<file path="config.mk">
export PLATFORM = sky130hd
export DESIGN_NAME = hd44780_receiver_flat
export DESIGN_NICKNAME = d
export VERILOG_FILES = /design/src/rtl/hd44780_receiver_if.sv /design/src/rtl/hd44780_receiver.sv /design/src/flat_wrapper.sv
export SDC_FILE = /design/constraint.sdc
export NUM_CORES = 1
export LEC_CHECK = 0
export CAP_MARGIN = 15
export CORE_ASPECT_RATIO = 0.75
export CORE_MARGIN = 1.5
export CORE_UTILIZATION = 39
export DETAILED_ROUTE_END_ITERATION = 8
export SETUP_SLACK_MARGIN = 0.05
export SLEW_MARGIN = 20
export SYNTH_ARGS = -nofsm -noshare
export SYNTH_HDL_FRONTEND = slang
export SYNTH_SLANG_ARGS = --single-unit
</file>
<file path="constraint.sdc">
create_clock -name clock_in -period 2.5 [get_ports clock_in]
set_clock_uncertainty 0.1 [all_clocks]
set_input_delay 0.625 -clock clock_in [delete_from_list [all_inputs] [get_ports clock_in]]
set_output_delay 0.625 -clock clock_in [all_outputs]
set_load 0.02 [all_outputs]
</file>
<file path="src/rtl/hd44780_receiver_if.sv">
// ============================================================================
// Module      : hd44780_receiver_if
// Description : Character-LCD bus and buffer read port of the display model.
// Revision    : 1.0 - initial release
// ============================================================================
`default_nettype none

interface hd44780_receiver_if;
  logic [7:0] lcd_in;
  logic       enlcd_in;
  logic       rslcd_in;
  logic       rwlcd_in;
  logic [4:0] rd_addr_in;
  logic [7:0] rd_char_out;
  logic [4:0] cursor_out;
  logic       display_on_out;
  logic       cursor_on_out;
  logic       blink_on_out;
  logic       busy_out;
  logic       write_strobe_out;
  logic       cmd_strobe_out;
  logic       error_out;
  logic       overrun_out;

  modport master (
    output lcd_in, enlcd_in, rslcd_in, rwlcd_in, rd_addr_in,
    input  rd_char_out, cursor_out, display_on_out, cursor_on_out,
           blink_on_out, busy_out, write_strobe_out, cmd_strobe_out,
           error_out, overrun_out
  );

  modport slave (
    input  lcd_in, enlcd_in, rslcd_in, rwlcd_in, rd_addr_in,
    output rd_char_out, cursor_out, display_on_out, cursor_on_out,
           blink_on_out, busy_out, write_strobe_out, cmd_strobe_out,
           error_out, overrun_out
  );
endinterface

`default_nettype wire

</file>
<file path="src/rtl/hd44780_receiver.sv">
// ============================================================================
// Module      : hd44780_receiver
// Description : HD44780-style write decoder into a 2x16 character buffer.
// Revision    : 1.0 - initial release
// ============================================================================
`default_nettype none

module hd44780_receiver #(
  parameter int EN_MIN_CYCLES = 2,
  parameter int BUSY_CYCLES   = 4
) (
  input  logic                clock_in,
  input  logic                reset_in,
  hd44780_receiver_if.slave   bus
);

  localparam int HW = (EN_MIN_CYCLES < 1) ? 1 : $clog2(EN_MIN_CYCLES + 1);
  localparam int BW = (BUSY_CYCLES < 1) ? 1 : $clog2(BUSY_CYCLES + 1);

  typedef enum logic [1:0] {
    IDLE  = 2'd0,
    EXEC  = 2'd1,
    CLEAR = 2'd2
  } state_t;

  state_t        state;
  logic          en_q, rs_q, rw_q;
  logic [7:0]    lcd_q;
  logic [HW-1:0] hi_cnt;
  logic [7:0]    cmd;
  logic          cmd_rs;
  logic [4:0]    clr_idx;
  logic [4:0]    cursor;
  logic          inc;
  logic          disp, curs, blink;
  logic [BW-1:0] cnt;
  logic          write_strobe, cmd_strobe, err, ovr;
  logic [7:0]    mem [32];
  logic [7:0]    rd_char;

  logic fall, short_pulse, busy;
  assign fall        = en_q & ~bus.enlcd_in;
  assign short_pulse = hi_cnt < HW'(EN_MIN_CYCLES);
  assign busy        = (state != IDLE) | (cnt != '0);

  always_ff @(posedge clock_in) begin
    if (reset_in) begin
      state        <= CLEAR;
      clr_idx      <= 5'd0;
      cursor       <= 5'd0;
      inc          <= 1'b1;
      disp         <= 1'b0;
      curs         <= 1'b0;
      blink        <= 1'b0;
      cnt          <= '0;
      write_strobe <= 1'b0;
      cmd_strobe   <= 1'b0;
      err          <= 1'b0;
      ovr          <= 1'b0;
      en_q         <= 1'b0;
      rs_q         <= 1'b0;
      rw_q         <= 1'b0;
      lcd_q        <= 8'h00;
      hi_cnt       <= '0;
      cmd          <= 8'h00;
      cmd_rs       <= 1'b0;
    end else begin
      en_q         <= bus.enlcd_in;
      lcd_q        <= bus.lcd_in;
      rs_q         <= bus.rslcd_in;
      rw_q         <= bus.rwlcd_in;
      write_strobe <= 1'b0;
      cmd_strobe   <= 1'b0;
      err          <= 1'b0;

      if (!bus.enlcd_in)
        hi_cnt <= '0;
      else if (short_pulse)
        hi_cnt <= hi_cnt + 1'b1;

      if (cnt != '0)
        cnt <= cnt - 1'b1;

      // Acceptance implies IDLE, so this never collides with the case below.
      if (fall) begin
        if (short_pulse || rw_q || busy) begin
          err <= 1'b1;
          if (busy)
            ovr <= 1'b1;
        end else begin
          cmd    <= lcd_q;
          cmd_rs <= rs_q;
          state  <= EXEC;
        end
      end

      case (state)
        EXEC: begin
          cnt   <= BW'(BUSY_CYCLES);
          state <= IDLE;
          if (cmd_rs) begin
            write_strobe <= 1'b1;
            cursor       <= inc ? cursor + 5'd1 : cursor - 5'd1;
          end else begin
            casez (cmd)
              8'b1???????: begin
                if (cmd[6:4] == 3'b000) begin
                  cursor     <= {1'b0, cmd[3:0]};
                  cmd_strobe <= 1'b1;
                end else if (cmd[6:4] == 3'b100) begin
                  cursor     <= {1'b1, cmd[3:0]};
                  cmd_strobe <= 1'b1;
                end else begin
                  err <= 1'b1;
                end
              end
              8'b0001????: begin
                cmd_strobe <= 1'b1;
                if (!cmd[3])
                  cursor <= cmd[2] ? cursor + 5'd1 : cursor - 5'd1;
              end
              8'b00001???: begin
                cmd_strobe <= 1'b1;
                disp       <= cmd[2];
                curs       <= cmd[1];
                blink      <= cmd[0];
              end
              8'b000001??: begin
                cmd_strobe <= 1'b1;
                inc        <= cmd[1];
              end
              8'b0000001?: begin
                cmd_strobe <= 1'b1;
                cursor     <= 5'd0;
              end
              8'b00000001: begin
                cmd_strobe <= 1'b1;
                cursor     <= 5'd0;
                inc        <= 1'b1;
                clr_idx    <= 5'd0;
                state      <= CLEAR;
              end
              default: cmd_strobe <= 1'b1;
            endcase
          end
        end
        CLEAR: begin
          clr_idx <= clr_idx + 5'd1;
          if (clr_idx == 5'd31)
            state <= IDLE;
        end
        default: ;
      endcase
    end
  end

  // Buffer has no reset of its own; the CLEAR sweep initialises it.
  always_ff @(posedge clock_in) begin
    if (state == EXEC && cmd_rs)
      mem[cursor] <= cmd;
    else if (state == CLEAR)
      mem[clr_idx] <= 8'h20;
    rd_char <= mem[bus.rd_addr_in];
  end

  assign bus.rd_char_out      = rd_char;
  assign bus.cursor_out       = cursor;
  assign bus.display_on_out   = disp;
  assign bus.cursor_on_out    = curs;
  assign bus.blink_on_out     = blink;
  assign bus.busy_out         = busy;
  assign bus.write_strobe_out = write_strobe;
  assign bus.cmd_strobe_out   = cmd_strobe;
  assign bus.error_out        = err;
  assign bus.overrun_out      = ovr;

endmodule

`default_nettype wire

</file>
<file path="src/flat_wrapper.sv">
// flat-port wrapper written by rule: the top's interface ports become plain ports
module hd44780_receiver_flat 
#(
  parameter int EN_MIN_CYCLES = 2,
  parameter int BUSY_CYCLES   = 4
)
  (clock_in, reset_in, bus_lcd_in, bus_enlcd_in, bus_rslcd_in, bus_rwlcd_in, bus_rd_addr_in, bus_rd_char_out, bus_cursor_out, bus_display_on_out, bus_cursor_on_out, bus_blink_on_out, bus_busy_out, bus_write_strobe_out, bus_cmd_strobe_out, bus_error_out, bus_overrun_out);
  hd44780_receiver_if bus_i ();
  input  logic clock_in;
  input  logic reset_in;
  input wire logic [$bits(bus_i.lcd_in)-1:0] bus_lcd_in;
  input wire logic [$bits(bus_i.enlcd_in)-1:0] bus_enlcd_in;
  input wire logic [$bits(bus_i.rslcd_in)-1:0] bus_rslcd_in;
  input wire logic [$bits(bus_i.rwlcd_in)-1:0] bus_rwlcd_in;
  input wire logic [$bits(bus_i.rd_addr_in)-1:0] bus_rd_addr_in;
  output wire logic [$bits(bus_i.rd_char_out)-1:0] bus_rd_char_out;
  output wire logic [$bits(bus_i.cursor_out)-1:0] bus_cursor_out;
  output wire logic [$bits(bus_i.display_on_out)-1:0] bus_display_on_out;
  output wire logic [$bits(bus_i.cursor_on_out)-1:0] bus_cursor_on_out;
  output wire logic [$bits(bus_i.blink_on_out)-1:0] bus_blink_on_out;
  output wire logic [$bits(bus_i.busy_out)-1:0] bus_busy_out;
  output wire logic [$bits(bus_i.write_strobe_out)-1:0] bus_write_strobe_out;
  output wire logic [$bits(bus_i.cmd_strobe_out)-1:0] bus_cmd_strobe_out;
  output wire logic [$bits(bus_i.error_out)-1:0] bus_error_out;
  output wire logic [$bits(bus_i.overrun_out)-1:0] bus_overrun_out;
  assign bus_i.lcd_in = bus_lcd_in;
  assign bus_i.enlcd_in = bus_enlcd_in;
  assign bus_i.rslcd_in = bus_rslcd_in;
  assign bus_i.rwlcd_in = bus_rwlcd_in;
  assign bus_i.rd_addr_in = bus_rd_addr_in;
  assign bus_rd_char_out = bus_i.rd_char_out;
  assign bus_cursor_out = bus_i.cursor_out;
  assign bus_display_on_out = bus_i.display_on_out;
  assign bus_cursor_on_out = bus_i.cursor_on_out;
  assign bus_blink_on_out = bus_i.blink_on_out;
  assign bus_busy_out = bus_i.busy_out;
  assign bus_write_strobe_out = bus_i.write_strobe_out;
  assign bus_cmd_strobe_out = bus_i.cmd_strobe_out;
  assign bus_error_out = bus_i.error_out;
  assign bus_overrun_out = bus_i.overrun_out;
  hd44780_receiver #(.EN_MIN_CYCLES(EN_MIN_CYCLES), .BUSY_CYCLES(BUSY_CYCLES)) u_core (.clock_in(clock_in), .reset_in(reset_in), .bus(bus_i));
endmodule
</file>
==> results of run 1 <==
cell usage in the layout (no fill, tap or decap), types with 4 or more instances in the layout:
| master | netlist | layout |
|---|---|---|
| a21oi_1 | 17 | 17 |
| a22oi_1 | 11 | 11 |
| buf_12 | 0 | 9 |
| buf_4 | 4 | 73 |
| clkbuf_16 | 0 | 31 |
| clkdlybuf4s50_1 | 0 | 31 |
| clkinv_2 | 0 | 13 |
| dfxtp_1 | 53 | 51 |
| edfxtp_1 | 256 | 256 |
| ha_1 | 11 | 11 |
| inv_1 | 12 | 12 |
| mux2i_1 | 33 | 32 |
| mux4_1 | 18 | 18 |
| mux4_2 | 54 | 54 |
| nand2_1 | 29 | 29 |
| nand2b_1 | 10 | 10 |
| nand3_1 | 8 | 8 |
| nand3b_1 | 4 | 4 |
| nor2_1 | 64 | 62 |
| nor2b_1 | 21 | 16 |
| nor2b_2 | 0 | 5 |
| nor3b_1 | 5 | 4 |
| o21a_1 | 9 | 9 |
| o21ai_0 | 14 | 14 |
| xor2_1 | 4 | 4 |
power breakdown:
group	internal (mW)	total, mW	switching (mW)
sequential	5.58	5.61	0.0317
combinational	0.262	0.535	0.273
clock	2.55	4.45	1.90
total	8.39	10.6	2.20
cell type report:
type / count / area [sq um]
fillers: 2632 / 16500
well taps: 406 / 508
clock inverters: 22 / 170
clock buffers: 34 / 817
multi-input cells: 360 / 3570
flip-flops and latches: 309 / 8750
repair buffers: 119 / 1090
inverters: 12 / 45.0
repair_timing:
action / CTS / global route
setup endpoints to repair: 5 / 42
resized for setup: 7 / 3
gates cloned: 0 / 0
logic make-up (layout without fill, tap and decap cells):
family / after synthesis / in the layout
adder cells (fa/ha/maj): 11 / 11
flip-flops: 309 / 309
AND/OR/NAND/NOR: 165 / 165
AO/OA/AOI/OAI: 70 / 70
buffers and inverters: 53 / 187
multiplexers: 107 / 107
XOR/XNOR: 7 / 7
worst max path at each step:
stage                                              to  depth (start not counted)                                   from
floorplan           u_core.bus.rd_char_out[0]$_DFF_P_                          5                      bus_rd_addr_in[0]
global placement    u_core.bus.rd_char_out[3]$_DFF_P_                          8                      bus_rd_addr_in[0]
detailed placement  u_core.bus.rd_char_out[0]$_DFF_P_                          5                      bus_rd_addr_in[0]
CTS                                      bus_busy_out                          5             u_core.cnt[0]$_SDFFE_PP0P_
global route              u_core.mem[21][4]$_DFFE_PP_                          8             u_core.state[0]$_SDFF_PP0_
finish                              bus_cursor_out[2]                          1  u_core.bus.cursor_out[2]$_SDFFE_PP0P_
worst min-delay path, stage by stage (launching register included):
cell and delay (ns):
dfxtp_1 0.31, nand2_1 0.05, a21oi_1 0.05
metrics by stage:
step / power, mW / utilization
finish: 10.6 / 0.475
global route: 11.0 / 0.475
CTS: 10.7 / 0.475
detailed placement: 6.26 / 0.444
global placement: 6.26 / 0.444
floorplan: 6.05 / -
sequential cells by signal (all words and copies together) (netlist names), 2 cells and up:
name and flops:
u_core.mem 256, u_core.bus.rd_char_out 8, u_core.cmd 8, u_core.lcd_q 8, u_core.bus.cursor_out 5, u_core.clr_idx 5
u_core.cnt 3, u_core.hi_cnt 2, u_core.state 2
metal layers:
layer	routed length, microns	vias to the layer above
li1	-	3069
met1	13500	3416
met2	11400	193
met3	1580	40
met4	517	0
met5	0	-
==> flow_summary.yaml, run 1 <==
layout:
  stdcell_count: 1262
  layout-drive-gt1-share: 0.246
  syn_to_final_growth_pct: 19.1
  design_area_sq_mm: 0.0149
  nets: 861
  diodes: 0
detailed_routing:
  antenna_left: 0
  finalWirelength_microns: 26900
  vias: 6718
  drtIter0Drc: 674
  post_drt_wl_per_cell_microns: 21.3
  dr.pass1.iters: 4
  drc: 0
  via_per_inst: 5.32
placement:
  placed_area_sq_mm: 0.0140
  port-buffer-count: 38
  dp_hpwl_microns: 17700
  pre_cts_slack_ns: -0.0498
  gp_congestion: 0.781
  dp.cells: 1206
run:
  cap_violations: 0
critical_path:
  worst-path-max-fanout: 11
  rr_endpoint: "u_core.mem[3][3]$_DFFE_PP_"
  rr_startpoint: "u_core.state[0]$_SDFF_PP0_"
  path_cells: "clkdlybuf4s50_1"
  cp_slowest_stage_delay_ns: 0.64
  r2r_slack_ns: 0.19
  end_kind: "output port"
  cp.required_ns: 1.77
  critPathTopFamily: "buffers and inverters"
  crit_type: "reg -> out"
  cp.arrival_ns: 1.62
  cp.buffers_inverters: 1
  reg2reg_depth: 7
  critPathLaunchType: "flip-flop"
  slowest_stage: "clkdlybuf4s50_1"
timing:
  finalCriticalPeriod_ns: 2.35
  rsz0062_at_grt: "no"
  setup_tns_ns: 0
  max-slew-margin-rel: 0.612
  hold_viol_final: 0
  drv_slew: 0
  period_share: 0.938
  setup_ws_ns: 0.154
  tightest_slew_ns: 0.582
  hold_slack_ns: 0.352
  setup_viol: 0
  clock.fmax_mhz: 426
global_route:
  antenna_found_initial: 1
  grt_max_degree: 38
  grt_use_total: 0.167
  use_met1: 0.259
  grt_pass1_vias: 6677
  grt_use_met2: 0.241
  gr-usage-met3: 0.0321
  grt-ovfl-total: 0
  grt_pass1_wl_microns: 41400
  grt.busiest_layer: "met1"
clocking:
  cts_max_path_buffers: 3
  holdBufCountCts: 0
  clock-sinks: 309
  cts_inserted_buffers: 30
  clk_pin_slew_ns: 0.06
  cts-root-buf: "clkbuf_16"
  cts_tree: "done"
  cts_max_level: 1
  worstSkewPairLatency_ns: 0.56
  post-cts-setup-buffers: 0
die:
  die_h_microns: 158
  num_rows: 56
  io_pins: 39
  die_w_microns: 210
  initial_core_util: 0.399
  coreArea_sq_mm: 0.0315
  die_area_sq_mm: 0.0333
pwr:
  vdd_drop_max_v: 0.000512
  p_leak_nw: 5.03
  p_per_area_mw_per_mm2: 709
synth:
  yosys.cell_types.count: 53
  synth_xor_area_frac: 0.00488
  synth.most_common_cell: "edfxtp_1"
  synthFlopType: "edfxtp_1"
  synthAdderAreaFrac: 0.0110
  yosysWarnings: 0
  synth_compound_area_frac: 0.0380
  synth_area_leader_cell: "edfxtp_1"
  syn_area_per_cell_sq_um: 17.4
  yosysTopAreaCellShare: 0.613
  syn_inst: 722
  synth_nets: 751
  synth-simple-area-share: 0.0656
  synthArstFlopShare: 0
  synth_common_cells: "256 x edfxtp_1, 64 x nor2_1, 54 x mux4_2"
  yosys-top-cells-area: "edfxtp_1 61%, mux4_2 9.7%, dfxtp_1 8.5%"
  synth_area_sq_mm: 0.0126
  ys_seq_area_frac: 0.697
  synth_edf_count: 256
  synth-seq-cells: 309
  synth_top_family_by_area: "multiplexers"
  synthMuxAreaShare: 0.163
worst_hold_path:
  hold_class: "reg -> reg"
  whs_path_depth: 2
  hold-path-endpoint: "u_core.bus.blink_on_out$_SDFFE_PP0P_"
  worstHoldStart: "u_core.bus.blink_on_out$_SDFFE_PP0P_"
run_status:
  status: "complete, no violations"
Power figures use the tool's default switching activity.
==> inputs of run 2 (changes only) <==
--- a/config.mk
+++ b/config.mk
@@ -10,7 +10,6 @@
 export CORE_MARGIN = 1.5
 export CORE_UTILIZATION = 39
 export DETAILED_ROUTE_END_ITERATION = 8
-export SETUP_SLACK_MARGIN = 0.05
 export SLEW_MARGIN = 20
 export SYNTH_ARGS = -nofsm -noshare
 export SYNTH_HDL_FRONTEND = slang
==> run 2 against run 1 <==
Die area stayed put. Combinational power about the same. Critical path type unchanged. Clock-buffer cell count stayed put. Critical path depth is the same. Global-route usage is essentially flat. Via count hardly changed. Highest routed layer unchanged. First-iteration DRC count rose by 2.2%. Non-clock buffer count unchanged. Flip-flop and latch count stayed put. Core utilization is essentially flat.
==> flow_summary.yaml, run 2 (synthesis gave the netlist of run 1 again) <==
pwr:
  vdd_drop_max_v: 0.000512
  pwr-share-clk: 0.420
  netSwitchingPower_mw: 2.20
  intPower_mw: 8.39
  combPwrFrac: 0.050
  switching_share: 0.208
  p_leak_nw: 5.02
  pwr-share-seq: 0.530
  p_per_area_mw_per_mm2: 709
timing:
  drv_slew: 0
  tightest_slew_ns: 0.584
  setup_tns_ns: 0
  max-slew-margin-rel: 0.611
  rsz0062_at_grt: "no"
  setup_viol: 0
  period_share: 0.972
  finalCriticalPeriod_ns: 2.43
  hold_viol_final: 0
  clock.fmax_mhz: 412
layout:
  nets: 861
  diodes: 0
  seq_area_sq_mm: 0.00875
  layout-drive-gt1-share: 0.246
  syn_to_final_growth_pct: 19.1
  layout_common_cells: "256 x edfxtp_1, 73 x buf_4, 62 x nor2_1"
  fin_util: 0.475
  stdcell_count: 1262
  nFillCells: 2630
  largest-register: "u_core.mem"
  largest_register_ff_count: 256
  multi_input_area_sq_mm: 0.00356
  final_common_cell: "edfxtp_1"
  design_area_sq_mm: 0.0149
worst_hold_path:
  hold_class: "reg -> reg"
  whs_path_depth: 2
  worstHoldStart: "u_core.bus.blink_on_out$_SDFFE_PP0P_"
  hold-path-endpoint: "u_core.bus.blink_on_out$_SDFFE_PP0P_"
critical_path:
  critPathLaunchType: "flip-flop"
  path_cells: "clkdlybuf4s50_1"
  rr_endpoint: "u_core.mem[4][5]$_DFFE_PP_"
  rr_startpoint: "u_core.state[0]$_SDFF_PP0_"
  end_kind: "output port"
  reg2reg_depth: 7
  cp.buffers_inverters: 1
  cp.arrival_ns: 1.70
  crit_type: "reg -> out"
  cp_slowest_stage_delay_ns: 0.67
  cp.required_ns: 1.77
  r2r_slack_ns: 0.18
  critPathTopFamily: "buffers and inverters"
  slowest_stage: "clkdlybuf4s50_1"
  worst-path-max-fanout: 8
clocking:
  cts_max_path_buffers: 3
  cts_inserted_buffers: 30
  clock-sinks: 309
  cts_tree: "done"
  cts_max_level: 1
  cts-root-buf: "clkbuf_16"
  worstSkewPairLatency_ns: 0.56
  post-cts-setup-buffers: 0
  clk_pin_slew_ns: 0.07
die:
  die_w_microns: 210
  die_area_sq_mm: 0.0333
  num_rows: 56
  io_pins: 39
  coreArea_sq_mm: 0.0315
  initial_core_util: 0.399
  die_h_microns: 158
global_route:
  grt_use_total: 0.167
  grt_max_degree: 38
  grt_pass1_vias: 6674
  grt_pass1_wl_microns: 41300
  antenna_found_initial: 1
  grt-ovfl-total: 0
placement:
  placed_area_sq_mm: 0.0140
  dp.cells: 1206
  port-buffer-count: 38
  dp_hpwl_microns: 17700
  gp_congestion: 0.781
detailed_routing:
  vias: 6723
  antenna_left: 0
  drc: 0
  dr.pass1.iters: 5
  post_drt_wl_per_cell_microns: 21.4
  drtIter0Drc: 689
  finalWirelength_microns: 27000
  via_per_inst: 5.33
run:
  cap_violations: 0
run_status:
  status: "complete, no violations"
==> run 2: cell count changes in the layout (fill, tap and decap cells not counted) <==
cell / previous run / this run
mux2i_2: 1 / 0
dfxtp_2: 2 / 3
dlygate4sd2_1: 3 / 0
dfxtp_1: 51 / 50
mux2i_1: 32 / 33
clkdlybuf4s50_1: 31 / 34
==> run 2: cell type report <==
type | count | area share
clock inverters | 22 | 0.0114
well taps | 406 | 0.0340
flip-flops and latches | 309 | 0.586
inverters | 12 | 0.00301
clock buffers | 34 | 0.0547
multi-input cells | 360 | 0.238
repair buffers | 119 | 0.0730
==> run 2: how the worst max path moves through the flow <==
stage	slack (ns)	cells after the start	endpoint	startpoint
floorplan	0.22	5	u_core.bus.rd_char_out[0]$_DFF_P_	bus_rd_addr_in[0]
global placement	-0.04	8	u_core.bus.rd_char_out[3]$_DFF_P_	bus_rd_addr_in[0]
detailed placement	-0.05	5	u_core.bus.rd_char_out[0]$_DFF_P_	bus_rd_addr_in[0]
CTS	0.008	5	bus_busy_out	u_core.cnt[0]$_SDFFE_PP0P_
global route	0.002	7	u_core.mem[6][4]$_DFFE_PP_	u_core.state[0]$_SDFF_PP0_
finish	0.07	1	bus_cursor_out[4]	u_core.bus.cursor_out[4]$_SDFFE_PP0P_
==> run 2: stage by stage <==
stage	worst slack [ns]	hold WS, ns	total power, mW
after floorplan	0.219	0.340	6.05
after global placement	-0.0373	0.347	6.26
after detailed placement	-0.0498	0.349	6.26
after CTS	0.00777	0.358	10.7
after global routing	0.00239	0.396	11.0
final	0.0703	0.352	10.6
==> run 2: worst reg2reg max path: stages, from the launching register on <==
cell,delay (ns)
dfxtp_1,0.33
inv_1,0.10
ha_1,0.22
buf_4,0.24
mux2i_1,0.40
nand2_1,0.26
nor2_1,0.17
buf_4,0.20
==> run 2: metal layers <==
layer | vias to the layer above | GRT usage | part of all wire
met5 | - | 0 | 0
met4 | 0 | 0.0391 | 0.019
met3 | 40 | 0.0321 | 0.061
met2 | 199 | 0.241 | 0.42
met1 | 3414 | 0.259 | 0.50
li1 | 3070 | - | -
==> run 2: power groups by stage <==
stage | combinational (mW) | clock [mW] | sequential, mW
after floorplan | 0.319 | 0 | 5.73
after global placement | 0.535 | 0 | 5.72
after detailed placement | 0.540 | 0 | 5.72
after CTS | 0.543 | 4.56 | 5.61
after global routing | 0.579 | 4.78 | 5.62
final | 0.534 | 4.45 | 5.61
==> run 2: timing repair <==
item,CTS,global route
hold buffers,0,0
gates resized for setup,4,3
setup endpoints to repair,3,3
==> inputs of run 3 (changes only) <==
--- a/config.mk
+++ b/config.mk
@@ -5,7 +5,7 @@
 export SDC_FILE = /design/constraint.sdc
 export NUM_CORES = 1
 export LEC_CHECK = 0
-export CAP_MARGIN = 15
+export CAP_MARGIN = 10
 export CORE_ASPECT_RATIO = 0.75
 export CORE_MARGIN = 1.5
 export CORE_UTILIZATION = 39
==> results of run 3 <==
Final layout, timing and power as in run 2 (identical DEF).
